===== src/rtl/instr_encoder.sv =====
// Purpose: encodes one LEGv8 instruction description per request into a 32-bit word for instruction memory.
// Latency: 1 cycle from an accepted legal request to wr_valid.
// Backpressure: the word is held stable until wr_ready; no new request is taken while holding or full.
//
// Ports:
//   clk, reset_n (async active-low), clear (synchronous restart)
//   in_valid/in_ready, in_sel, in_rd/in_rn/in_rm, in_imm  : request side
//   wr_valid/wr_ready, wr_data, wr_addr                   : instruction-memory write side
//   count, full, err                                      : status
module instr_encoder #(
    parameter logic [63:0] BASE_ADDR = 64'h0,
    parameter int          DEPTH     = 64
) (
    input  logic        clk,
    input  logic        reset_n,
    input  logic        clear,
    input  logic        in_valid,
    output logic        in_ready,
    input  logic [3:0]  in_sel,
    input  logic [4:0]  in_rd,
    input  logic [4:0]  in_rn,
    input  logic [4:0]  in_rm,
    input  logic [63:0] in_imm,
    output logic        wr_valid,
    input  logic        wr_ready,
    output logic [31:0] wr_data,
    output logic [63:0] wr_addr,
    output logic [6:0]  count,
    output logic        full,
    output logic        err
);

    localparam logic [6:0] DEPTH_C = 7'(DEPTH);

    typedef enum logic {IDLE = 1'b0, HOLD = 1'b1} state_e;

    state_e      state_q, state_d;
    logic [31:0] wr_data_q, wr_data_d;
    logic [63:0] wr_addr_q, wr_addr_d;
    logic [6:0]  count_q, count_d;
    logic        err_q, err_d;

    logic [31:0] enc_word;
    logic        enc_legal;
    logic        accept;
    logic        wr_fire;

    // Sign extensions of the immediate widths each format can carry; a value is
    // in range exactly when it survives truncation to that width.
    logic [63:0] sext9, sext21, sext28;
    assign sext9  = {{55{in_imm[8]}},  in_imm[8:0]};
    assign sext21 = {{43{in_imm[20]}}, in_imm[20:0]};
    assign sext28 = {{36{in_imm[27]}}, in_imm[27:0]};

    always_comb begin
        enc_word  = 32'h0;
        enc_legal = 1'b0;
        case (in_sel)
            4'd0: begin enc_word = {11'b10001011000, in_rm, 6'b0, in_rn, in_rd}; enc_legal = 1'b1; end
            4'd1: begin enc_word = {11'b11001011000, in_rm, 6'b0, in_rn, in_rd}; enc_legal = 1'b1; end
            4'd2: begin enc_word = {11'b10001010000, in_rm, 6'b0, in_rn, in_rd}; enc_legal = 1'b1; end
            4'd3: begin enc_word = {11'b10101010000, in_rm, 6'b0, in_rn, in_rd}; enc_legal = 1'b1; end
            4'd4: begin
                enc_word  = {11'b11111000010, in_imm[8:0], 2'b00, in_rn, in_rd};
                enc_legal = (in_imm == sext9);
            end
            4'd5: begin
                enc_word  = {11'b11111000000, in_imm[8:0], 2'b00, in_rn, in_rd};
                enc_legal = (in_imm == sext9);
            end
            4'd6: begin
                enc_word  = {10'b1001000100, in_imm[11:0], in_rn, in_rd};
                enc_legal = (in_imm[63:12] == 52'h0);
            end
            4'd7: begin
                enc_word  = {10'b1101000100, in_imm[11:0], in_rn, in_rd};
                enc_legal = (in_imm[63:12] == 52'h0);
            end
            4'd8: begin
                enc_word  = {8'b10110100, in_imm[20:2], in_rd};
                enc_legal = (in_imm[1:0] == 2'b00) && (in_imm == sext21);
            end
            4'd9: begin
                enc_word  = {6'b000101, in_imm[27:2]};
                enc_legal = (in_imm[1:0] == 2'b00) && (in_imm == sext28);
            end
            default: begin enc_word = 32'h0; enc_legal = 1'b0; end
        endcase
    end

    assign accept  = in_valid && in_ready;
    assign wr_fire = wr_valid && wr_ready;

    // State register
    always_ff @(posedge clk or negedge reset_n) begin
        if (!reset_n) state_q <= IDLE;
        else          state_q <= state_d;
    end

    // Next-state logic; clear overrides any handshake and drops a held word.
    always_comb begin
        state_d = state_q;
        if (clear) begin
            state_d = IDLE;
        end else begin
            case (state_q)
                IDLE:    if (accept && enc_legal) state_d = HOLD;
                HOLD:    if (wr_ready)            state_d = IDLE;
                default: state_d = IDLE;
            endcase
        end
    end

    // Output logic
    always_comb begin
        in_ready = (state_q == IDLE) && !full;
        wr_valid = (state_q == HOLD);
    end

    // Datapath next-state
    always_comb begin
        wr_data_d = wr_data_q;
        wr_addr_d = wr_addr_q;
        count_d   = count_q;
        err_d     = err_q;
        if (clear) begin
            wr_data_d = 32'h0;
            wr_addr_d = BASE_ADDR;
            count_d   = 7'd0;
            err_d     = 1'b0;
        end else begin
            // A rejected request still completes its handshake; it only leaves err behind.
            if (accept) begin
                if (enc_legal) wr_data_d = enc_word;
                else           err_d     = 1'b1;
            end
            if (wr_fire) begin
                wr_addr_d = wr_addr_q + 64'd4;
                count_d   = count_q + 7'd1;
            end
        end
    end

    always_ff @(posedge clk or negedge reset_n) begin
        if (!reset_n) begin
            wr_data_q <= 32'h0;
            wr_addr_q <= BASE_ADDR;
            count_q   <= 7'd0;
            err_q     <= 1'b0;
        end else begin
            wr_data_q <= wr_data_d;
            wr_addr_q <= wr_addr_d;
            count_q   <= count_d;
            err_q     <= err_d;
        end
    end

    assign wr_data = wr_data_q;
    assign wr_addr = wr_addr_q;
    assign count   = count_q;
    assign full    = (count_q == DEPTH_C);
    assign err     = err_q;

endmodule


===== config.mk =====
export PLATFORM = sky130hd
export DESIGN_NAME = instr_encoder
export DESIGN_NICKNAME = d
export VERILOG_FILES = /design/src/rtl/instr_encoder.sv
export SDC_FILE = /design/constraint.sdc
export NUM_CORES = 1
export LEC_CHECK = 0
export ABC_AREA = 1
export ABC_CLOCK_PERIOD_IN_PS = 4380
export CELL_PAD_IN_SITES_DETAIL_PLACEMENT = 1
export CELL_PAD_IN_SITES_GLOBAL_PLACEMENT = 1
export CORE_ASPECT_RATIO = 2
export CORE_MARGIN = 3
export CORE_UTILIZATION = 36
export CTS_CLUSTER_DIAMETER = 100
export DETAILED_ROUTE_END_ITERATION = 10
export GPL_TIMING_DRIVEN = 0
export PLACE_DENSITY = 0.83
export SKIP_CTS_REPAIR_TIMING = 1
export SLEW_MARGIN = 10
export SYNTH_ARGS = -nofsm -noshare
export SYNTH_HDL_FRONTEND = slang
export SYNTH_SLANG_ARGS = --single-unit

===== constraint.sdc =====
create_clock -name clk -period 4.38 [get_ports clk]
set_clock_uncertainty 0.05 [all_clocks]
set_input_delay 0.438 -clock clk [delete_from_list [all_inputs] [get_ports clk]]
set_output_delay 0.438 -clock clk [all_outputs]
set_load 0.02 [all_outputs]

# Yosys cells after proc, flatten, opt, wreduce, memory -nomap -nowiden
# Index checks and enable logic that the tools add are counted.
word_totals:
  ff_bits: 105
  latchBits: 0
  ram_bits: 0
  romBits: 0
  word_cells: 56
  mem_count: 0
classes:
  add_sub_neg: 2
  n_mul: 0
  n_div: 0
  order_cmp: 0
  eq_ne: 14
  shifts: 0
  n_mux: 16
  n_bitwise: 1
  n_reduce_logical: 18
op_table:
  columns: ["cell", "n"]
  rows:
  - ["$pmux 32 s10", 1]
  - ["$mux 64", 2]
  - ["$mux 32", 3]
  - ["$add 64x3->64 const B", 1]
  - ["$eq 55x55->1", 1]
  - ["$logic_not 52->1", 1]
  - ["$eq 43x43->1", 1]
  - ["$eq 36x36->1", 1]
  - ["$eq 4x3->1 const B", 4]
  - ["$mux 7", 2]
  - ["$eq 4x2->1 const B", 2]
  - ["$eq 4x4->1 const B", 2]
  - ["$add 7x1->7 const B", 1]
  - ["$eq 7x7->1 const B", 1]
  - ["$logic_and 1x1->1", 6]
  - ["$mux 1", 6]
  - ["$reduce_bool 2->1", 3]
  - ["$pmux 1 s5", 1]
  - ["$eq 4x1->1 const B", 1]
  - ["$logic_not 4->1", 1]
  - ["$reduce_and 2->1", 2]
  - ["$reduce_or 2->1", 2]
  - ["$reduce_or 4->1", 1]
  - ["$logic_not 2->1", 1]
  - ["4 further kinds", 4]

# Depth between registers and ports, before layout
# Gate-level depths: netlist of run 1.
logic_depth:
  depth_word: 8
  mapped_depth: 15

# Worst setup path before layout of run 1
# Ideal clock, no wire load.
synth_timing:
  path_kind: "flip-flop to flip-flop"
  from: "register count_q[0] (netlist: count[0])"
  to: "register wr_data_q[16] (netlist: wr_data[16])"
  setup_ns: 0.117
  arrival_time_ns: 1.786
  t_required_ns: 4.213
  slack_ns: 2.427
  path_stages_with_launch: 11
  synth_period_minus_slack_ns: 1.953
  path_cell_list: "dfrtp_1 -> inv_1 -> ha_1 -> nand3_1 -> nor2_1 -> inv_1 -> nand2_1 -> o21ai_0 -> clkbuf_1 -> nand4_1 -> nand2_1"
synth_via:
  elab_chain_cells: 6
synth_rtl:
  columns: ["element", "line_no", "rtl"]
  rows:
  - ["start, declared", "40", "logic [6:0] count_q, count_d;"]
  - ["start signal, assigned", "153", "count_q <= count_d;"]
  - ["$eq 7x7->1", "161", "assign full = (count_q == DEPTH_C);"]
  - ["via full", "29", "output logic full,"]
  - ["$logic_not 1->1", "116", "in_ready = (state_q == IDLE) && !full;"]
  - ["$logic_and 1x1->1", "116", null]
  - ["$logic_and 1x1->1", "91", "assign accept = in_valid && in_ready;"]
  - ["$reduce_bool 2->1 (no source line)", null, null]
  - ["$reduce_and 2->1 (no source line)", null, null]
  - ["end signal, assigned", "151", "wr_data_q <= wr_data_d;"]
  - ["end, declared", "38", "logic [31:0] wr_data_q, wr_data_d;"]
# The timed path passes the listed nets, and every way through them passes these cells.
# A chain may end at the register's enable or synchronous reset.

# Worst setup path after layout of run 1
layout_timing:
  from: "input port in_imm[20]"
  to: "register wr_data_q[1] (netlist: wr_data[1])"
layout_via:
  elab_chain_cells: 5
  word_cells_on_any_way: 7
layout_rtl:
  columns: ["element", "line_no", "rtl"]
  rows:
  - ["start, declared", "23", "input logic [63:0] in_imm,"]
  - ["$eq 43x43->1", "81", "enc_legal = (in_imm[1:0] == 2'b00) && (in_imm == sext21);"]
  - ["$logic_and 1x1->1", "81", null]
  - ["$pmux 1 s5 (*)", "58", "case (in_sel)"]
  - ["$reduce_bool 2->1 (no source line) (*)", null, null]
  - ["$reduce_and 2->1 (no source line) (*)", null, null]
# Mark *: on every way between the ends. The rest lies on a longest branch, timed or not.

==> summary.txt, run 1 <==
Clocking
  • Clock Tree Root: clkbuf_16
  • CTS clk-pin slew, worst paths: 70 ps
  • Cts bufs inserted: 9
  • H-tree Lvls: 3
  • Bufs on Longest Clock Path: 2
  • Clock latency on the worst-skew pair: 360 ps
  • CTS tree: done
  • Clock sinks: 103

Routing
  • Wire per inst: 20.2 um
  • DRT iter0 DRCs: 323
  • Drt via density: about 5.4
  • Vias post-DR: 8,169
  • Final ANT Viol Nets: 0
  • Detailed Routing Iterations Pass 1: 4
  • Post-route DRC violation count: 0
  • Routed WL: 30.6 mm

Layout
  • Share of layout cells above drive strength 1: 0.0522
  • Layout area overhead: 36.5%
  • Core Util, Final: 0.504
  • Most frequent cells in the layout: nand2_1, clkdlybuf4s50_1, nor2_1
  • Filler Cell Count: 2,497
  • Fin nets: 1,352
  • Antenna Cells: 0
  • Commonest non-fill, non-tap cell in the layout: nand2_1

Die
  • Initial core utilization: 0.369
  • IO Pins: 195
  • Die width: 105 um
  • Core area: 0.0189 mm^2
  • Die ar.: about 0.021 mm^2
  • DIE HEIGHT: 203 um
  • Placement row count: between 70 and 80

STA
  • Setup-failing EPs final: 0
  • Setup TNS: 0 ps
  • Max-Slew Margin vs Limit: 0.458
  • Actual slew at the worst max-slew pin: 807 ps
  • Slew Limit Fails: 0
  • Peak Freq: around 350 MHz
  • Final period utilization: 0.647
  • Worst setup margin: 1550 ps
  • Final min period: between 2000 and 3000 ps
  • RSZ-0062 raised after global routing: false
  • Final hold violation count: 0

Yosys
  • Adder-Cell Fraction of Synth Area: 0.00716
  • Ys async rst share: 1.00
  • Largest family of logic cells by synthesized area: simple AND/OR/NAND/NOR gates
  • Post-synthesis simple-gate area fraction: 0.411
  • Synth Cell Area: between 0.006 and 0.007 mm^2
  • Post-synth EDFFs: 0
  • Syn. warnings: 0
  • Xor-xnor portion of the synthesized cell area: 0.00501
  • Yosys reg bits: 103
  • Library cells used by synthesis: 43
  • Compound-cell area share of the yosys netlist: 0.115
  • Syn Inst Count: ~1,100
  • Proportion of synthesized area in mux cells: 0
  • Sequential area share after synthesis: 0.369
  • Average footprint of a synthesized cell: about 6.6 um^2
  • Main synth FF type: dfrtp_1

Power and ir drop
  • Sw power: 0.000606 W
  • Pint: approximately 0.0015 W
  • Seq pwr share: 0.458
  • VDD IR max: 0.000183 V
  • Power per cell area: 225 mW/mm^2
  • Switching Share: 0.283
  • Final Power: 0.00215 W
  • Clk pwr share: 0.368
  • P_leak: 4.05 nW
  • Comb pwr share: 0.174

Global routing
  • Met2 usage: 0.591
  • Busiest grt layer: met2
  • Initial antenna violation count: 0
  • Vias in the first global route: 8,655
  • Met1 usage: 0.245
  • Met3 usage: 0.0318
  • Largest net degree at the start of global routing: between 60 and 70
  • Global-route usage over all layers: 0.286
  • Grt ovf: 0
  • First-pass GRT wire length: about 47 mm

Setup path
  • Worst-path fanout max: 10
  • Data arrival time of the worst path: 3060 ps
  • R2r setup slk: about 1900 ps
  • WP data required: 4610 ps
  • Startpoint types: input pin
  • Kind of critical path: input pin to flop
  • Crit path capture type: flop

Placed design
  • Estimated wirelength of the detail-placed design: 25.8 mm
  • Input/output buffers: 191
  • Placer Congestion: 0.945
  • Post-place setup slack: 1230 ps

Flow run
  • # Max-Cap Violations: 0

Outcome
  • Status: completed

Min path
  • Tightest Hold Check Type: input pin to flop
area by class of cell:
| class | instances | area (um^2) | share of cell area |
|---|---|---|---|
| tap | 255 | 319 | 0.0334 |
| multi-input combinational | 793 | 3770 | 0.395 |
| clock buffer | 14 | 264 | 0.0277 |
| timing repair buffer | 193 | 1950 | 0.204 |
| buffer | 29 | 154 | 0.0161 |
| clock inverter | 2 | 15.0 | 0.00157 |
| inverter | 131 | 492 | 0.0515 |
| sequential | 103 | 2580 | 0.270 |
worst max-delay path, stage by stage:
cell and delay, ps:
clkdlybuf4s50_1 680, inv_1 170, ha_1 330, nor2_1 130, nand2_1 70, a21oi_1 280
nand2_1 90, nand2_1 110, nand2_2 90, nand2_2 110, buf_4 170, nand4_1 220
nand2_1 160
state kept, by name, indices dropped and copies added, names as in the netlist:
| register | count |
|---|---|
| wr_addr | 62 |
| wr_data | 32 |
| wr_valid | 1 |
| err | 1 |
| count | 7 |
cell families (layout without fill, tap and decap cells):
logic type | count (synthesis) | in the layout
buf+inv | 160 | 369
simple gates | 642 | 642
flops | 103 | 103
fa+ha+maj | 4 | 4
xor+xnor | 4 | 4
compound gates | 141 | 141
other cells | 1 | 2
metrics by stage:
| step | hold slack [ps] | instances | cell area [um^2] |
|---|---|---|---|
| after floorplan | 92.4 | 1056 | 6990 |
| after global placement | 402 | 1502 | 9220 |
| after detailed placement | 323 | 1503 | 9250 |
| after CTS | -70.0 | 1519 | 9530 |
| after global routing | 443 | 1520 | 9540 |
| final | 404 | 1520 | 9540 |
worst paths after layout:
path,endpoint,depth (start not counted),from
hold / removal,wr_data[24]$_DFFE_PN0P_,4,clear
hold reg to reg,wr_data[5]$_DFFE_PN0P_,2,wr_data[5]$_DFFE_PN0P_
max in group asynchronous,wr_addr[51]$_DFFE_PN0N_,3,reset_n
setup reg to reg,wr_data[1]$_DFFE_PN0P_,10,count[0]$_DFFE_PN0N_
min in group asynchronous,wr_addr[25]$_DFFE_PN0N_,2,reset_n
setup / recovery,wr_data[1]$_DFFE_PN0P_,13,in_imm[20]
power groups by stage:
| stage | Combinational, W | Clock, W | Sequential [W] |
|---|---|---|---|
| detailed placement | 0.000374 | 0 | 0.00100 |
| CTS | 0.000375 | 0.000798 | 0.000982 |
| global placement | 0.000364 | 0 | 0.00100 |
| global route | 0.000405 | 0.000830 | 0.000983 |
| floorplan | 0.000131 | 0 | 0.00102 |
| finish | 0.000374 | 0.000790 | 0.000982 |
synthesized netlist by cell type, types with 2 or more instances:
master     count  area [um^2]
nor3_2         3         30.0
o2111ai_1      4         35.0
nor4_1         4         25.0
o21ai_1        4         20.0
a211oi_1       2         15.0
nor3_1        38          190
nand2_1      291         1090
xor2_1         3         26.3
nand3b_1       3         22.5
nor2_2         9         56.3
dfrtp_1      103         2580
a31oi_1        3         18.8
nor2_1       149          559
buf_6          3         33.8
nand3_2        2         20.0
clkbuf_1      20         75.1
buf_4          6         45.0
nand2_2       10         62.6
or2_2          2         12.5
o221ai_1       7         61.3
inv_2          6         22.5
nor3b_1        3         22.5
nand4_1       56          350
nand3_1       60          300
a21oi_1       50          250
o21ai_0       53          265
nor2_4         5         56.3
o211ai_1       6         45.0
o21a_1         7         52.6
ha_1           4         50.1
a22oi_1        2         15.0
nor4_2         3         37.5
inv_1        124          465
layer usage:
layer	share of wire	up-vias
met3	0.034	101
li1	-	3870
met4	0.070	0
met1	0.31	3917
met5	0	-
met2	0.58	281
No activity file was read; power rests on OpenSTA's default activity.
==> inputs of run 2 (changes only) <==
Settings changed: ABC_CLOCK_PERIOD_IN_PS 4380 to 2300, CORE_UTILIZATION 36 to 31, PLACE_DENSITY 0.83 to 0.76.
Clock period 4.38 ns to 2.3 ns, I/O delays scaled along.
==> run 2 against run 1 <==
Against the previous run:
- wire length is 2.1% higher
- combinational power is 95% higher
- worst hold slack worse by 200 ps
- critical path depth down 1
- largest cell class unchanged
- cell count up 2.5%
- non-clock buffer count rose by 17
- highest routed layer unchanged
- sequential power rose by 90%
==> summary.txt, run 2 (synthesis results as in run 1) <==
Global routing
  • Vias in the first global route: 8,585 (-0.81%)
  • Global-route usage over all layers: 0.251 (-0.0347)
  • First-pass GRT wire length: 46.9 mm (+0.80%)
  • Largest net degree at the start of global routing: 57 (-15%)
  • Grt ovf: 0 (unchanged)
  • Initial antenna violation count: 0 (unchanged)

Clocking
  • Bufs on Longest Clock Path: 2 (unchanged)
  • Clock latency on the worst-skew pair: 370 ps (about the same)
  • Clock Tree Root: clkbuf_16
  • Cts bufs inserted: 9 (unchanged)
  • CTS clk-pin slew, worst paths: 70 ps (about the same)
  • CTS tree: done
  • Clock sinks: 103 (unchanged)
  • H-tree Lvls: 3 (unchanged)

STA
  • Peak Freq: 443 MHz
  • RSZ-0062 raised after global routing: true
  • Max-Slew Margin vs Limit: 0.470 (+0.0124)
  • Final hold violation count: 0 (unchanged)
  • Final min period: 2260 ps
  • Final period utilization: 0.980
  • Actual slew at the worst max-slew pin: 794 ps (-12.5 ps)
  • Slew Limit Fails: 0 (unchanged)
  • Hold_ws: 204 ps (-200 ps)
  • Setup-failing EPs final: 0 (unchanged)

Power and ir drop
  • Comb pwr share: 0.177 (+0.003)
  • VDD IR max: 0.000408 V (+120%)
  • Sw power: 0.00123 W (+100%)
  • Final Power: 0.00412 W (+92%)
  • P_leak: 4.23 nW (+4.5%)
  • Seq pwr share: 0.454 (-0.004)
  • Switching Share: 0.299 (+0.0160)
  • Clk pwr share: 0.370 (+0.002)
  • Pint: 0.00289 W (+88%)
  • Power per cell area: 417 mW/mm^2 (+85%)

Layout
  • Antenna Cells: 0 (unchanged)
  • Fin nets: 1,369 (+1.3%)
  • Layout area overhead: 41.4%
  • Max reg flops: 62 (unchanged)
  • Most frequent cells in the layout: nand2_1, clkdlybuf4s50_1, nor2_1
  • Final Cell Area: 0.00988 mm^2 (+3.6%)
  • Commonest non-fill, non-tap cell in the layout: nand2_1
  • Core Util, Final: 0.446 (-0.0583)
  • Share of layout cells above drive strength 1: 0.0944 (+0.0422)

Routing
  • Drt via density: 5.26 (-2.0%)
  • Post-route DRC violation count: 0 (unchanged)
  • Final ANT Viol Nets: 0 (unchanged)
  • DRT iter0 DRCs: 265 (-18%)
  • Vias post-DR: 8,202 (+0.40%)
  • Detailed Routing Iterations Pass 1: 4 (unchanged)
  • Wire per inst: 20.1 um (-0.36%)
  • Routed WL: 31.3 mm (+2.1%)

Die
  • IO Pins: 195 (unchanged)
  • Die width: 112 um (+7.3%)
  • Core area: 0.0222 mm^2 (+17%)
  • DIE HEIGHT: 218 um (+7.5%)
  • Initial core utilization: 0.315 (-0.0539)
  • Die ar.: 0.0245 mm^2 (+15%)
  • Placement row count: 77 (+8.5%)

Placed design
  • Placer Congestion: 0.979 (+3.6%)
  • Input/output buffers: 191 (unchanged)
  • Dpl cell area: 0.00928 mm^2 (+0.28%)
  • Estimated wirelength of the detail-placed design: 26.0 mm (+0.87%)

Outcome
  • Status: completed

Flow run
  • # Max-Cap Violations: 0 (unchanged)

Setup path
  • Worst-path fanout max: 10 (unchanged)
  • Crit path capture type: flop
  • Data arrival time of the worst path: 2510 ps (-550 ps)
  • Startpoint types: input pin
  • WP data required: 2550 ps (-2060 ps)
  • Kind of critical path: input pin to flop

Min path
  • Tightest Hold Check Type: input pin to flop
-- run 2: cell types whose count changed in the layout (fill, tap and decap cells not counted), sizes merged --
cell and change:
buf +18, clkbuf -6, clkdlybuf4s50 -6, clkinv +2, clkinvlp +1, dlymetal6s2s +6
inv +2
-- run 2: power by group through the flow --
| stage | sequential (W) | clock (W) | combinational, W |
|---|---|---|---|
| floorplan | 0.00194 | 0 | 0.000250 |
| global placement | 0.00191 | 0 | 0.000695 |
| detailed placement | 0.00190 | 0 | 0.000711 |
| CTS | 0.00187 | 0.00158 | 0.000713 |
| global route | 0.00187 | 0.00164 | 0.000787 |
| finish | 0.00187 | 0.00152 | 0.000728 |
-- run 2: path summary, 6_finish.rpt --
kind | from | to | slack [ps] | cells after the start
hold reg to reg | wr_data[12]$_DFFE_PN0P_ | wr_data[12]$_DFFE_PN0P_ | 420 | 2
max in group asynchronous | reset_n | wr_addr[38]$_DFFE_PN0N_ | 1200 | 3
setup reg to reg | wr_addr[9]$_DFFE_PN0N_ | wr_addr[32]$_DFFE_PN0N_ | 70 | 10
min in group asynchronous | reset_n | wr_addr[13]$_DFFE_PN0N_ | 310 | 2
hold / removal | clear | wr_data[24]$_DFFE_PN0P_ | 200 | 4
setup / recovery | in_sel[2] | wr_data[6]$_DFFE_PN0P_ | 40 | 12
-- run 2: layout make-up --
type	count	area, um^2
buffer	29	158
sequential	103	2580
fill	2847	12300
clock inverter	7	57.6
multi-input combinational	793	3910
clock buffer	9	225
inverter	131	492
tap	276	345
timing repair buffer	210	2110
-- run 2: per-stage QoR --
stage	TNS, ps	cells	setup WS, ps
finish	0	1558	44.9
global route	-577	1558	-81.2
CTS	-8030	1540	-518
detailed placement	-23390	1524	-820
global placement	-370920	1523	-3400
floorplan	0	1056	347
-- run 2: worst max-delay path: stages --
cell,delay (ps)
clkdlybuf4s50_1,520
inv_1,120
nor3_4,270
nand2_1,140
nor2_4,180
nand2_1,90
nor2_1,120
nor2_2,80
nand2_2,130
buf_4,190
nand4_1,270
nand2_1,160
-- run 2: metal layers --
| layer | GRT usage | share of wire | up-vias |
|---|---|---|---|
| met5 | 0 | 0 | - |
| met4 | 0.173 | 0.080 | 0 |
| met3 | 0.0346 | 0.041 | 101 |
| met2 | 0.512 | 0.57 | 281 |
| met1 | 0.214 | 0.30 | 3902 |
| li1 | - | - | 3918 |
==> inputs of run 3 (changes only) <==
Settings changed: ABC_CLOCK_PERIOD_IN_PS 2300 to 2700, CORE_UTILIZATION 31 to 48, DONT_BUFFER_PORTS from default to 1, PLACE_DENSITY 0.76 to 0.83.
Clock period 2.3 ns to 2.7 ns, I/O delays scaled along.
==> run 3 against run 2 <==
Against the previous run:
- the flow now finishes with violations (negative hold slack)
- die area decreased by 34%
- global-route usage increased by 7.2 points
- flip-flop and latch count unchanged
- power decreased by 22%
- via count decreased by 9.1%
- utilization increased by 9.0 points
- highest routed layer unchanged
==> summary.txt, run 3 (synthesis results as in run 1) <==
Layout
  • Layout area overhead: 7.59%
  • Final std cells w/o fill: 1,261 (-19%)
  • Commonest non-fill, non-tap cell in the layout: nand2_1
  • Max reg flops: 62 (unchanged)
  • Fin nets: 1,159 (-15%)
  • Share of layout cells above drive strength 1: 0.0634 (-0.0310)
  • Antenna Cells: 0 (unchanged)
  • Most frequent cells in the layout: nand2_1, nor2_1, inv_1

STA
  • Slew Limit Fails: 0 (unchanged)
  • Setup TNS: 0 ps (unchanged)
  • Final period utilization: 0.927
  • Hold_ws: -443 ps (-647 ps)
  • Actual slew at the worst max-slew pin: 742 ps (-52.7 ps)
  • Final hold violation count: 103 (+103)
  • Max-Slew Margin vs Limit: 0.506 (+0.0351)
  • Peak Freq: 400 MHz
  • RSZ-0062 raised after global routing: false
  • Setup-failing EPs final: 0 (unchanged)
  • Final min period: between 2000 and 3000 ps

Setup path
  • Worst path cell trace: nand2_1, nand2_4, inv_2, nor2_1, nand4_1, nor2_2, nand2_2, nor3_1, nand2_1, nand2_1, nor2_1
  • Data arrival time of the worst path: 2700 ps (+190 ps)
  • CP max-delay cell: dfrtp_1
  • CP dominant cell by count: nand2_1
  • Worst-path fanout max: 10 (unchanged)
  • Startpoint types: flop
  • Worst-case reg-to-reg path depth: 11 (+1)
  • Crit path capture type: flop
  • Reg-to-Reg Start: wr_valid$_DFF_PN0_
  • CP top delay family: simple AND/OR/NAND/NOR gates
  • Kind of critical path: flop to flop
  • R2R Path End: wr_addr[62]$_DFFE_PN0N_
  • WP data required: 2900 ps (+350 ps)
  • Critical Path Max Stage Delay: 540 ps (+20 ps)
  • R2r setup slk: 200 ps (+130 ps)
  • Buffers and inverters on the worst path: 1 (-2)

Clocking
  • Bufs on Longest Clock Path: 2 (unchanged)
  • Clock sinks: 103 (unchanged)
  • CTS tree: done
  • H-tree Lvls: 3 (unchanged)
  • CTS clk-pin slew, worst paths: 80 ps (about the same)
  • Clock latency on the worst-skew pair: 350 ps (-20 ps)
  • Clock Tree Root: clkbuf_16
  • Cts bufs inserted: 9 (unchanged)

Power and ir drop
  • Power per cell area: 426 mW/mm^2 (+2.2%)
  • Seq pwr share: 0.510 (+0.056)
  • P_leak: 3.33 nW (-21%)
  • Comb pwr share: 0.092 (-0.085)
  • Clk pwr share: 0.398 (+0.028)
  • Switching Share: 0.282 (-0.0162)
  • Pint: 0.00230 W (-20%)
  • Sw power: 0.000905 W (-26%)
  • VDD IR max: 0.000305 V (-25%)

Outcome
  • Failing checks: negative hold slack
  • Status: finished, violations left

Global routing
  • Met3 usage: 0.0757 (+0.0411)
  • Busiest grt layer: met2
  • Initial antenna violation count: 0 (unchanged)
  • Grt ovf: 0 (unchanged)
  • Vias in the first global route: 8,196 (-4.5%)
  • First-pass GRT wire length: 41.0 mm (-13%)
  • Met2 usage: 0.650 (+0.137)
  • Largest net degree at the start of global routing: 104 (+82%)
  • Global-route usage over all layers: 0.323 (+0.0720)
  • Met1 usage: 0.272 (+0.0575)

Routing
  • Routed WL: 25.9 mm (-17%)
  • DRT iter0 DRCs: 233 (-12%)
  • Vias post-DR: 7,454 (-9.1%)
  • Post-route DRC violation count: 0 (unchanged)
  • Detailed Routing Iterations Pass 1: 4 (unchanged)
  • Final ANT Viol Nets: 0 (unchanged)
  • Wire per inst: 20.6 um (+2.4%)
  • Drt via density: 5.91 (+12%)

Placed design
  • Placer Congestion: 0.930 (-5.0%)
  • Estimated wirelength of the detail-placed design: 21.2 mm (-18%)
  • Cells after DPL: 1,245 (-18%)
  • Input/output buffers: 0 (-100%)

Die
  • Core area: 0.0140 mm^2 (-37%)
  • IO Pins: 195 (unchanged)
  • Die ar.: 0.0161 mm^2 (-34%)
  • DIE HEIGHT: 177 um (-19%)
  • Initial core utilization: 0.498 (+0.182)
  • Placement row count: 61 (-21%)
  • Die width: 91.3 um (-19%)

Min path
  • Tightest Hold Check Type: input pin to asynchronous set/reset pin

Flow run
  • # Max-Cap Violations: 0 (unchanged)
run 3: how the worst max path moves through the flow:
stage                               to  slack, ps  cells past startpoint                    start
3_5_place_dp   wr_addr[34]$_DFFE_PN0N_         70                      9       wr_valid$_DFF_PN0_
3_3_place_gp   wr_addr[34]$_DFFE_PN0N_        130                      9       wr_valid$_DFF_PN0_
2_1_floorplan  wr_data[16]$_DFFE_PN0P_        750                     10     count[0]$_DFFE_PN0N_
6_report       wr_addr[62]$_DFFE_PN0N_        200                     11       wr_valid$_DFF_PN0_
4_1_cts        wr_addr[34]$_DFFE_PN0N_        0.5                      9       wr_valid$_DFF_PN0_
5_1_grt        wr_addr[49]$_DFFE_PN0N_         20                     11  wr_addr[21]$_DFFE_PN0N_
run 3: layout make-up:
cell class                      count  area [um^2]
Fill cell                        1965         6530
Multi-Input combinational cell    793         3770
Sequential cell                   103         2580
Inverter                          131          492
Tap cell                          189          236
Clock buffer                       10          229
Buffer                             29          154
Clock inverter                      6         53.8
run 3: power by group through the flow:
stage | registers [W] | clock network (W) | logic (W)
3_3_place_gp | 0.00166 | 0 | 0.000286
4_1_cts | 0.00163 | 0.00130 | 0.000296
6_report | 0.00163 | 0.00128 | 0.000295
2_1_floorplan | 0.00165 | 0 | 0.000213
3_5_place_dp | 0.00167 | 0 | 0.000295
5_1_grt | 0.00164 | 0.00136 | 0.000331
run 3: stage by stage:
| step | util | setup slack (ps) | total power [W] | cell area, um^2 |
|---|---|---|---|---|
| detailed placement | 0.515 | 73.8 | 0.00196 | 7230 |
| CTS | 0.535 | 0.547 | 0.00323 | 7510 |
| global placement | 0.515 | 132 | 0.00195 | 7230 |
| floorplan | - | 747 | 0.00186 | 6990 |
| finish | 0.535 | 198 | 0.00321 | 7520 |
| global route | 0.535 | 20.0 | 0.00333 | 7520 |
run 3: metal layers:
layer / wire length [um] / vias to the layer above
met1: 7860 / 3613
li1: - / 3484
met3: 1420 / 106
met5: 0 / -
met4: 1670 / 0
met2: 15000 / 251
